File: src/rtl/alu_seq_muldiv_if.sv
// Bus between the EX-stage control FSM and alu_seq_muldiv.
// Defining ALU_OVERFLOW_EN adds the ovf signal.
interface alu_seq_muldiv_if #(parameter int WIDTH = 32);
  logic             start;
  logic [5:0]       opcode;
  logic [5:0]       func_field;
  logic [WIDTH-1:0] A;
  logic [WIDTH-1:0] B;
  logic [WIDTH-1:0] result;
  logic             zero;
  logic             busy;
  logic             done;
  logic [WIDTH-1:0] hi;
  logic [WIDTH-1:0] lo;
`ifdef ALU_OVERFLOW_EN
  logic             ovf;

  modport master (output start, opcode, func_field, A, B,
                  input  result, zero, busy, done, hi, lo, ovf);
  modport slave  (input  start, opcode, func_field, A, B,
                  output result, zero, busy, done, hi, lo, ovf);
`else
  modport master (output start, opcode, func_field, A, B,
                  input  result, zero, busy, done, hi, lo);
  modport slave  (input  start, opcode, func_field, A, B,
                  output result, zero, busy, done, hi, lo);
`endif
endinterface

File: src/rtl/alu_seq_muldiv.sv
// Registered MIPS ALU with iterative mult/div and HI/LO registers.
// Optional macro ALU_OVERFLOW_EN adds a registered signed-overflow flag (ovf).
module alu_seq_muldiv #(
  parameter int WIDTH = 32
) (
  input logic            clk,
  input logic            reset,
  alu_seq_muldiv_if.slave bus
);
  localparam int CNT_W = $clog2(WIDTH + 1);
  localparam logic [WIDTH-1:0]   ONE  = WIDTH'(1);
  localparam logic [2*WIDTH-1:0] ONE2 = (2*WIDTH)'(1);

  typedef enum logic [1:0] {IDLE, RUN, FIX} state_t;
  state_t state, state_nxt;

  logic [CNT_W-1:0] count;
  logic [WIDTH-1:0] result_r, hi_r, lo_r;
  logic             zero_r, done_r;
  logic [WIDTH-1:0] hi_acc, lo_acc, opnd;
  logic             op_mul, neg_p, neg_r;

  logic signed [WIDTH-1:0] a_s, b_s;
  logic [WIDTH-1:0] sum, diff, alu_res;
  logic             is_multi, is_mul, is_sgn;

  logic [WIDTH:0]   msum, rsh, trial;
  logic [WIDTH-1:0] it_hi, it_lo;
  logic [2*WIDTH-1:0] prod_fix;
  logic [WIDTH-1:0] fix_hi, fix_lo;

  function automatic logic [WIDTH-1:0] neg_w(input logic [WIDTH-1:0] v);
    return ~v + ONE;
  endfunction

  function automatic logic [2*WIDTH-1:0] neg_2w(input logic [2*WIDTH-1:0] v);
    return ~v + ONE2;
  endfunction

  function automatic logic [WIDTH-1:0] mag(input logic [WIDTH-1:0] v, input logic sgn);
    return (sgn && v[WIDTH-1]) ? neg_w(v) : v;
  endfunction

  assign a_s  = bus.A;
  assign b_s  = bus.B;
  assign sum  = bus.A + bus.B;
  assign diff = bus.A - bus.B;

  always_comb begin
    alu_res  = '0;
    is_multi = 1'b0;
    is_mul   = 1'b0;
    is_sgn   = 1'b0;
    case (bus.opcode)
      6'h00: begin
        case (bus.func_field)
          6'h20, 6'h21: alu_res = sum;
          6'h22, 6'h23: alu_res = diff;
          6'h24: alu_res = bus.A & bus.B;
          6'h25: alu_res = bus.A | bus.B;
          6'h26: alu_res = bus.A ^ bus.B;
          6'h27: alu_res = ~(bus.A | bus.B);
          6'h2A: alu_res = (a_s < b_s) ? ONE : '0;
          6'h2B: alu_res = (bus.A < bus.B) ? ONE : '0;
          6'h10: alu_res = hi_r;
          6'h12: alu_res = lo_r;
          6'h18: begin is_multi = 1'b1; is_mul = 1'b1; is_sgn = 1'b1; end
          6'h19: begin is_multi = 1'b1; is_mul = 1'b1; end
          6'h1A: begin is_multi = 1'b1; is_sgn = 1'b1; end
          6'h1B: is_multi = 1'b1;
          default: alu_res = '0;
        endcase
      end
      6'h23, 6'h2B, 6'h08, 6'h09: alu_res = sum;
      6'h04, 6'h05: alu_res = diff;
      6'h0C: alu_res = bus.A & bus.B;
      6'h0D: alu_res = bus.A | bus.B;
      default: alu_res = '0;
    endcase
  end

  // One iteration: shift-add for multiply, restoring subtract for divide
  always_comb begin
    msum  = {1'b0, hi_acc} + {1'b0, (lo_acc[0] ? opnd : '0)};
    rsh   = {hi_acc, lo_acc[WIDTH-1]};
    trial = rsh - {1'b0, opnd};
    if (op_mul) begin
      it_hi = msum[WIDTH:1];
      it_lo = {msum[0], lo_acc[WIDTH-1:1]};
    end else if (!trial[WIDTH]) begin
      it_hi = trial[WIDTH-1:0];
      it_lo = {lo_acc[WIDTH-2:0], 1'b1};
    end else begin
      it_hi = rsh[WIDTH-1:0];
      it_lo = {lo_acc[WIDTH-2:0], 1'b0};
    end
  end

  // Sign correction; a zero divisor leaves remainder = A and forces quotient to all ones
  always_comb begin
    prod_fix = neg_p ? neg_2w({hi_acc, lo_acc}) : {hi_acc, lo_acc};
    if (op_mul) begin
      fix_hi = prod_fix[2*WIDTH-1:WIDTH];
      fix_lo = prod_fix[WIDTH-1:0];
    end else begin
      fix_hi = neg_r ? neg_w(hi_acc) : hi_acc;
      fix_lo = (opnd == '0) ? '1 : (neg_p ? neg_w(lo_acc) : lo_acc);
    end
  end

  always_ff @(posedge clk or posedge reset) begin
    if (reset) state <= IDLE;
    else       state <= state_nxt;
  end

  always_comb begin
    state_nxt = state;
    case (state)
      IDLE:    if (bus.start && is_multi) state_nxt = RUN;
      RUN:     if (count == CNT_W'(WIDTH - 1)) state_nxt = FIX;
      FIX:     state_nxt = IDLE;
      default: state_nxt = IDLE;
    endcase
  end

`ifdef ALU_OVERFLOW_EN
  logic ovf_r, ovf_nxt, add_ovf, sub_ovf;

  always_comb begin
    add_ovf = (bus.A[WIDTH-1] == bus.B[WIDTH-1]) && (sum[WIDTH-1] != bus.A[WIDTH-1]);
    sub_ovf = (bus.A[WIDTH-1] != bus.B[WIDTH-1]) && (diff[WIDTH-1] != bus.A[WIDTH-1]);
    ovf_nxt = 1'b0;
    if ((bus.opcode == 6'h00 && bus.func_field == 6'h20) || bus.opcode == 6'h08)
      ovf_nxt = add_ovf;
    else if (bus.opcode == 6'h00 && bus.func_field == 6'h22)
      ovf_nxt = sub_ovf;
  end

  always_ff @(posedge clk or posedge reset) begin
    if (reset)
      ovf_r <= 1'b0;
    else if (state == IDLE && bus.start)
      ovf_r <= is_multi ? 1'b0 : ovf_nxt;
  end

  assign bus.ovf = ovf_r;
`endif

  always_ff @(posedge clk or posedge reset) begin
    if (reset) begin
      result_r <= '0;
      zero_r   <= 1'b1;
      done_r   <= 1'b0;
      hi_r     <= '0;
      lo_r     <= '0;
      hi_acc   <= '0;
      lo_acc   <= '0;
      opnd     <= '0;
      count    <= '0;
      op_mul   <= 1'b0;
      neg_p    <= 1'b0;
      neg_r    <= 1'b0;
    end else begin
      done_r <= 1'b0;
      case (state)
        IDLE: if (bus.start) begin
          if (is_multi) begin
            hi_acc <= '0;
            lo_acc <= is_mul ? mag(bus.B, is_sgn) : mag(bus.A, is_sgn);
            opnd   <= is_mul ? mag(bus.A, is_sgn) : mag(bus.B, is_sgn);
            op_mul <= is_mul;
            neg_p  <= is_sgn && (bus.A[WIDTH-1] ^ bus.B[WIDTH-1]);
            neg_r  <= is_sgn && bus.A[WIDTH-1];
            count  <= '0;
          end else begin
            result_r <= alu_res;
            zero_r   <= (alu_res == '0);
            done_r   <= 1'b1;
          end
        end
        RUN: begin
          hi_acc <= it_hi;
          lo_acc <= it_lo;
          count  <= count + CNT_W'(1);
        end
        FIX: begin
          hi_r     <= fix_hi;
          lo_r     <= fix_lo;
          result_r <= fix_lo;
          zero_r   <= (fix_lo == '0);
          done_r   <= 1'b1;
        end
        default: done_r <= 1'b0;
      endcase
    end
  end

  assign bus.result = result_r;
  assign bus.zero   = zero_r;
  assign bus.busy   = (state != IDLE);
  assign bus.done   = done_r;
  assign bus.hi     = hi_r;
  assign bus.lo     = lo_r;
endmodule
File: src/flat_wrapper.sv
// flat-port wrapper written by rule: the top's interface ports become plain ports
module alu_seq_muldiv_flat 
#(
  parameter int WIDTH = 32
)
  (clk, reset, bus_start, bus_opcode, bus_func_field, bus_A, bus_B, bus_result, bus_zero, bus_busy, bus_done, bus_hi, bus_lo);
  alu_seq_muldiv_if #(.WIDTH(WIDTH)) bus_i ();
  input logic clk;
  input logic reset;
  input wire logic [$bits(bus_i.start)-1:0] bus_start;
  input wire logic [$bits(bus_i.opcode)-1:0] bus_opcode;
  input wire logic [$bits(bus_i.func_field)-1:0] bus_func_field;
  input wire logic [$bits(bus_i.A)-1:0] bus_A;
  input wire logic [$bits(bus_i.B)-1:0] bus_B;
  output wire logic [$bits(bus_i.result)-1:0] bus_result;
  output wire logic [$bits(bus_i.zero)-1:0] bus_zero;
  output wire logic [$bits(bus_i.busy)-1:0] bus_busy;
  output wire logic [$bits(bus_i.done)-1:0] bus_done;
  output wire logic [$bits(bus_i.hi)-1:0] bus_hi;
  output wire logic [$bits(bus_i.lo)-1:0] bus_lo;
  assign bus_i.start = bus_start;
  assign bus_i.opcode = bus_opcode;
  assign bus_i.func_field = bus_func_field;
  assign bus_i.A = bus_A;
  assign bus_i.B = bus_B;
  assign bus_result = bus_i.result;
  assign bus_zero = bus_i.zero;
  assign bus_busy = bus_i.busy;
  assign bus_done = bus_i.done;
  assign bus_hi = bus_i.hi;
  assign bus_lo = bus_i.lo;
  alu_seq_muldiv #(.WIDTH(WIDTH)) u_core (.clk(clk), .reset(reset), .bus(bus_i));
endmodule
File: config.mk
export PLATFORM = sky130hd
export DESIGN_NAME = alu_seq_muldiv_flat
export DESIGN_NICKNAME = d
export VERILOG_FILES = /design/src/rtl/alu_seq_muldiv_if.sv /design/src/rtl/alu_seq_muldiv.sv /design/src/flat_wrapper.sv
export SDC_FILE = /design/constraint.sdc
export NUM_CORES = 1
export LEC_CHECK = 0
export ABC_AREA = 1
export CORE_ASPECT_RATIO = 0.7
export CORE_MARGIN = 3
export CORE_UTILIZATION = 35
export DETAILED_ROUTE_END_ITERATION = 10
export PLACE_DENSITY = 0.53
export SLEW_MARGIN = 25
export SYNTH_ARGS = -nofsm -noshare
export SYNTH_HDL_FRONTEND = slang
export SYNTH_SLANG_ARGS = --single-unit
export TNS_END_PERCENT = 1
File: constraint.sdc
create_clock -name clk -period 8.6 [get_ports clk]
set_input_delay 1.72 -clock clk [delete_from_list [all_inputs] [get_ports clk]]
set_output_delay 1.72 -clock clk [all_outputs]
set_load 0.1 [all_outputs]
==> results of run 1 <==
[Yosys cell counts (61+ instances only)]
library cell,number
nor3_1,70
clkbuf_1,76
nand2_1,1076
inv_1,617
dfrtp_1,204
a31oi_1,61
o21ai_0,273
nor2_1,447
nand3_1,290
a21oi_1,230
ha_1,166
xor2_1,128
[sequential cells by signal (all words and copies together) (netlist names)]
name	flops
u_core.op_mul	1
u_core.hi_acc	32
u_core.bus.hi	32
u_core.opnd	32
u_core.neg_p	1
u_core.lo_acc	32
u_core.count	6
u_core.bus.result	32
u_core.bus.lo	32
u_core.bus.zero	1
u_core.bus.done	1
u_core.state	2
u_core.neg_r	1
[layer usage]
layer	GRT usage (%)	vias up	wire [um]
li1	-	13750	-
met1	57.0	14094	67500
met2	45.2	1841	49700
met3	15.4	193	21200
met4	6.04	6	2910
met5	1.98	-	235
[worst max path at each step]
stage / from / endpoint / slack, ns / cells past startpoint
finish: bus_func_field[1] / u_core.bus.zero / 3.05 / 17
global route: bus_func_field[1] / u_core.bus.zero / 3.09 / 17
CTS: bus_opcode[5] / u_core.lo_acc[19] / 3.54 / 10
detailed placement: bus_opcode[5] / u_core.lo_acc[19] / 2.92 / 10
global placement: bus_B[13] / u_core.bus.zero / 2.87 / 18
floorplan: reset / u_core.bus.done / 1.29 / 1
[power by group]
part	total, mW	switching [mW]	internal [mW]
Combinational	2.60	1.89	0.708
Sequential	1.34	0.269	1.08
Clock	1.22	0.485	0.738
Total	5.17	2.65	2.52
[cells in the final DEF (no fill, tap or decap), drive strengths merged, types with 5 or more instances in the layout]
| master | n |
|---|---|
| xnor2 | 19 |
| xor2 | 128 |
| nor2 | 473 |
| a31oi | 61 |
| clkbuf | 30 |
| o31ai | 7 |
| nand4 | 52 |
| nand3 | 297 |
| a22oi | 32 |
| dfrtp | 204 |
| nand2 | 1088 |
| and2 | 9 |
| o21ai | 316 |
| inv | 640 |
| buf | 36 |
| o221ai | 23 |
| ha | 166 |
| clkdlybuf4s50 | 177 |
| clkinv | 10 |
| nand3b | 6 |
| a21oi | 234 |
| bufinv | 6 |
| nor4 | 18 |
| nor3 | 78 |
| o21bai | 17 |
| a21o | 15 |
| o211ai | 47 |
| o22ai | 49 |
| or2 | 8 |
| a211oi | 5 |
[cells by family (layout without fill, tap and decap cells)]
group           Yosys count  after routing  share of synthesized area [%]
other cells               0              1                              0
fa+ha+maj               170            170                           8.61
flops                   205            205                           20.5
buf+inv                 790            902                           12.4
compound gates          824            824                           19.0
simple gates           2033           2033                           34.4
xor+xnor                147            147                           5.14
[final cells by class]
| type | count | area, um^2 | share of cell area (%) |
|---|---|---|---|
| Multi-Input combinational cell | 3174 | 16800 | 59.0 |
| Sequential cell | 205 | 5130 | 18.0 |
| Timing Repair Buffer | 213 | 2050 | 7.16 |
| Tap cell | 954 | 1190 | 4.18 |
| Clock inverter | 16 | 260 | 0.911 |
| Inverter | 643 | 2430 | 8.50 |
| Clock buffer | 30 | 664 | 2.33 |
| Antenna cell | 1 | 2.50 | 0.00876 |
==> flow_summary.ini, run 1 <==
[cts]
cts_resized = 0
clock-sinks = 205
post-cts-setup-buffers = 0
hold_buffers = 0
clock_path_buffers = 3
clk_pin_slew_worst_paths_ns = 0.06
clk_latency_ns = 0.59
cts_root_buffer = clkbuf_16
cts_buffers = 25
h-tree-depth = 1
cts_tree = done

[worst_setup_path]
cp_common_cell = nand2_1
critPathTopFamily = simple AND/OR/NAND/NOR gates
reg2reg_setup_slack_ns = 4.33
crit_fanout = 18
crit_arrival_ns = 6.07
critPathLaunchType = primary input
path_buf_inv = 4
slowest_stage = a22oi_1
rr_startpoint = u_core.lo_acc[31]
path_class = primary input to flop
cp.required_ns = 9.12
max_stage_delay_ns = 1.10
cp-end-kind = flop
worstReg2RegEnd = u_core.hi_acc[13]
r2r_cells = 18
path_cells = clkdlybuf4s50_1 > buf_4 > inv_2 > nor2_2 > nand2_2 > inv_2 > a22oi_1 > nand2_1 > nand2_1 > nand3_1 > nor2_1 > nand2_1 > nor2_1 > nand2_1 > nor3_1 > nand3_1 > a21oi_1

[sta]
rsz0062_at_grt = no
fin_crit_sh_pct = 64.5
hold_viol = 0
fin_ws_ns = 3.05
min_period_ns = 5.55
setup_violations = 0
slew-limit-headroom_pct = 9.67
slew_violations = 0
fin_worst_skew_ns = 0.0277
fmax_mhz = 180
setup_tns_ns = 0
whs_ns = 0.445
worstMarginPinSlew_ns = 1.35

[global_routing]
antenna_found_initial = 4
grt_pass1_wl_um = 199000
grt_pass1_vias = 26734
grt-ovfl-total = 0
grt_max_degree = 107
grt_usage_pct = 36.5

[status]
status = finished, final reports clean

[final_layout]
drive_above_1_share_pct = 4.37
nFillCells = 7862
fin_nets = 4511
fin_cells = 5236
postLayoutCoreUtil_pct = 40.6
area_growth_pct = 14.1
design_area_um2 = 28600

[power_and_ir_drop]
p_leak_nw = 14.4
ir_drop_mv = 0.187
power_mw = 5.17
powerDensity_nw_per_um2 = 181

[floorplan]
pin_count = 178
die_w_um = 326
std_cell_rows = 81
die_y_um = 230
dieArea_um2 = 74800
core_area_um2 = 70300
start_util_pct = 35.6

[hold_path]
hp-class = flop to flop
min_from = u_core.count[5]
min_to = u_core.state[1]
hold-path-cell-count = 1

[routing]
routed_wl_um = 142000
dr.pass1.iters = 8
post_drt_wl_per_cell_um = 27.0
viasPerCell = 5.71
drc_errors = 0
first_iter_violations = 4640
vias = 29884
drtAntennaViolNets = 0

[placement]
io_buffers = 177
dp_hpwl_um = 117000
place_congestion = 1.07
placed_area_um2 = 27600
place_inst = 5189
dp_slack_ns = 2.92

[logic_synthesis]
synthDistinctLibCells = 63
synth_edf_count = 0
netlist_instances = 4169
synth-async-reset-ratio_pct = 100
syn-cell-area_um2 = 25000
synth_top_cell_area_share_pct = 20.4
yosys.area.top_type = dfrtp_1
synth_seq_area_share_pct = 20.5
syn-num-nets = 4418
synth-seq-cells = 205
synth-main-ff-cell = dfrtp_1
synth_area_leaders = dfrtp_1, nand2_1, inv_1
yosysWarnings = 0
avgSynthCellArea_um2 = 6.01

[run]
max-cap-violations = 0
(Power assumes the default switching activity.)
==> run 2: changes to the inputs <==
PLACE_DENSITY = 0.55   (was 0.53)
clock period = 4.7 ns   (was 8.6 ns; I/O delays follow)
==> run 2 against run 1 <==
  * Via count up 2.3%
  * Sequential share of layout area decreased by 0.94 points
  * Clock power up 55%
  * Wire length shrank 0.90%
  * Design area up 5.6%
  * Sequential power rose by 81%
  * Total power grew 79%
  * Hold slack improved by 0.030 ns
  * Global-route usage down 0.38 points
  * Register-to-register slack worse by 3.6 ns
  * Clock skew shrank 0.0088 ns
==> flow_summary.ini, run 2 (same netlist as run 1, synthesis figures left out) <==
[routing]
vias = 30581
dr.pass1.iters = 6
viasPerCell = 5.61
post_drt_wl_per_cell_um = 25.7
drc_errors = 0
drtAntennaViolNets = 0
first_iter_violations = 4382
routed_wl_um = 140000

[sta]
setup_violations = 0
rsz0062_at_grt = no
slew_violations = 0
setup_tns_ns = 0
fin_worst_skew_ns = 0.0188
fin_crit_sh_pct = 89.0
hold_viol = 0
fmax_mhz = 239
whs_ns = 0.476
slew-limit-headroom_pct = 30.5
min_period_ns = 4.18
worstMarginPinSlew_ns = 1.04

[power_and_ir_drop]
p_leak_nw = 15.4
powerDensity_nw_per_um2 = 307
ir_drop_mv = 0.495

[final_layout]
layout_commonest_cell = nand2_1
drive_above_1_share_pct = 8.94
design_area_um2 = 30200
nFillCells = 7692
fin_nets = 4733
area_growth_pct = 20.4
fin_cells = 5456
mostFrequentLayoutCells = nand2_1, inv_1, nor2_1, nand3_1, o21ai_0

[floorplan]
die_y_um = 230
die_w_um = 326
core_area_um2 = 70300
dieArea_um2 = 74800
start_util_pct = 35.6
pin_count = 178
std_cell_rows = 81

[worst_setup_path]
crit_start = bus_A[10]
crit_fanout = 8
cp.required_ns = 5.19
path_class = primary input to flop
crit_arrival_ns = 4.67
cp-end-kind = flop
critPathLaunchType = primary input
rr_startpoint = u_core.lo_acc[31]

[global_routing]
grt_pass1_vias = 27473
grt_max_degree = 109
grt-ovfl-total = 0
grt_pass1_wl_um = 198000
grt_usage_pct = 36.2
antenna_found_initial = 6

[cts]
post-cts-setup-buffers = 0
clock-sinks = 205
h-tree-depth = 1
cts_buffers = 24
hold_buffers = 0
cts_root_buffer = clkbuf_16
clk_latency_ns = 0.56
cts_tree = done
clk_pin_slew_worst_paths_ns = 0.06
clock_path_buffers = 3
cts_resized = 0

[placement]
place_congestion = 1.10
place_inst = 5412
dp_hpwl_um = 118000
placed_area_um2 = 29400
io_buffers = 177

[status]
status = finished, final reports clean

[run]
max-cap-violations = 0

[hold_path]
min_from = u_core.count[5]
hp-class = flop to flop
==> run 2: changes by cell type in the layout (fill, tap and decap cells not counted), sizes merged <==
cell      previous run  this run
buf                 36       259
bufinv               6         1
clkbuf              30        34
clkinv              10         7
clkinvlp             3         4
diode                1         3
inv                640       638
==> run 2: path summary, 6_finish.rpt <==
kind                       slack (ns)  depth (start not counted)              endpoint
min in group asynchronous        0.82                          2     u_core.hi_acc[14]
max                              0.52                         21       u_core.bus.zero
min reg2reg                      0.48                          1       u_core.state[1]
max in group asynchronous        2.79                          3  u_core.bus.result[2]
min                              0.48                          1       u_core.state[1]
max reg2reg                      0.76                         18      u_core.hi_acc[9]
==> run 2: per-stage QoR <==
stage | total power [mW] | utilization [%] | setup slack (ns)
after detailed placement | 7.21 | 41.8 | 0.157
after CTS | 9.10 | 42.9 | 0.739
after global routing | 9.69 | 42.9 | 0.431
after floorplan | 5.32 | - | 1.10
final | 9.27 | 42.9 | 0.517
after global placement | 7.23 | 41.8 | 0.118
==> run 2: cell type report <==
class | count | area, um^2 | area share [%]
repair buffers | 436 | 3800 | 12.6
inverters | 643 | 2420 | 8.04
clock inverters | 7 | 78.8 | 0.261
diodes | 3 | 7.51 | 0.0249
multi-input cells | 3174 | 16800 | 55.8
clock buffers | 34 | 678 | 2.25
flip-flops and latches | 205 | 5130 | 17.0
well taps | 954 | 1190 | 3.96
==> run 2: critical path, stage by stage <==
cell and delay, ns:
clkdlybuf4s50_1 0.57, inv_1 0.13, ha_1 0.60, nand2_1 0.17, nor2_1 0.26, and2_1 0.17, nand2_1 0.07, nand2_1 0.22
nand3_1 0.31, buf_4 0.24, nand2_1 0.05, nand2_1 0.05, nand3_1 0.08, nand2_1 0.06, nor2_1 0.17, nand3_1 0.10
nor2_1 0.09, nand2_1 0.06, nor2_1 0.09, nand3_1 0.08, a21oi_1 0.16
==> run 2: power by group <==
group,internal [mW],switching (mW),leakage (nW)
clock network,1.06,0.830,0.361
registers,1.97,0.454,2.40
logic,1.45,3.51,12.6
total,4.47,4.80,15.4
==> run 2: routing by layer <==
layer / up-vias / wire [um] / GRT usage [%] / part of all wire, %
li1: 14217 / - / - / -
met1: 14275 / 63300 / 53.5 / 45
met2: 1901 / 48800 / 44.2 / 35
met3: 180 / 24300 / 19.5 / 17
met4: 8 / 3860 / 8.27 / 2.8
met5: - / 54 / 0 / 0.038
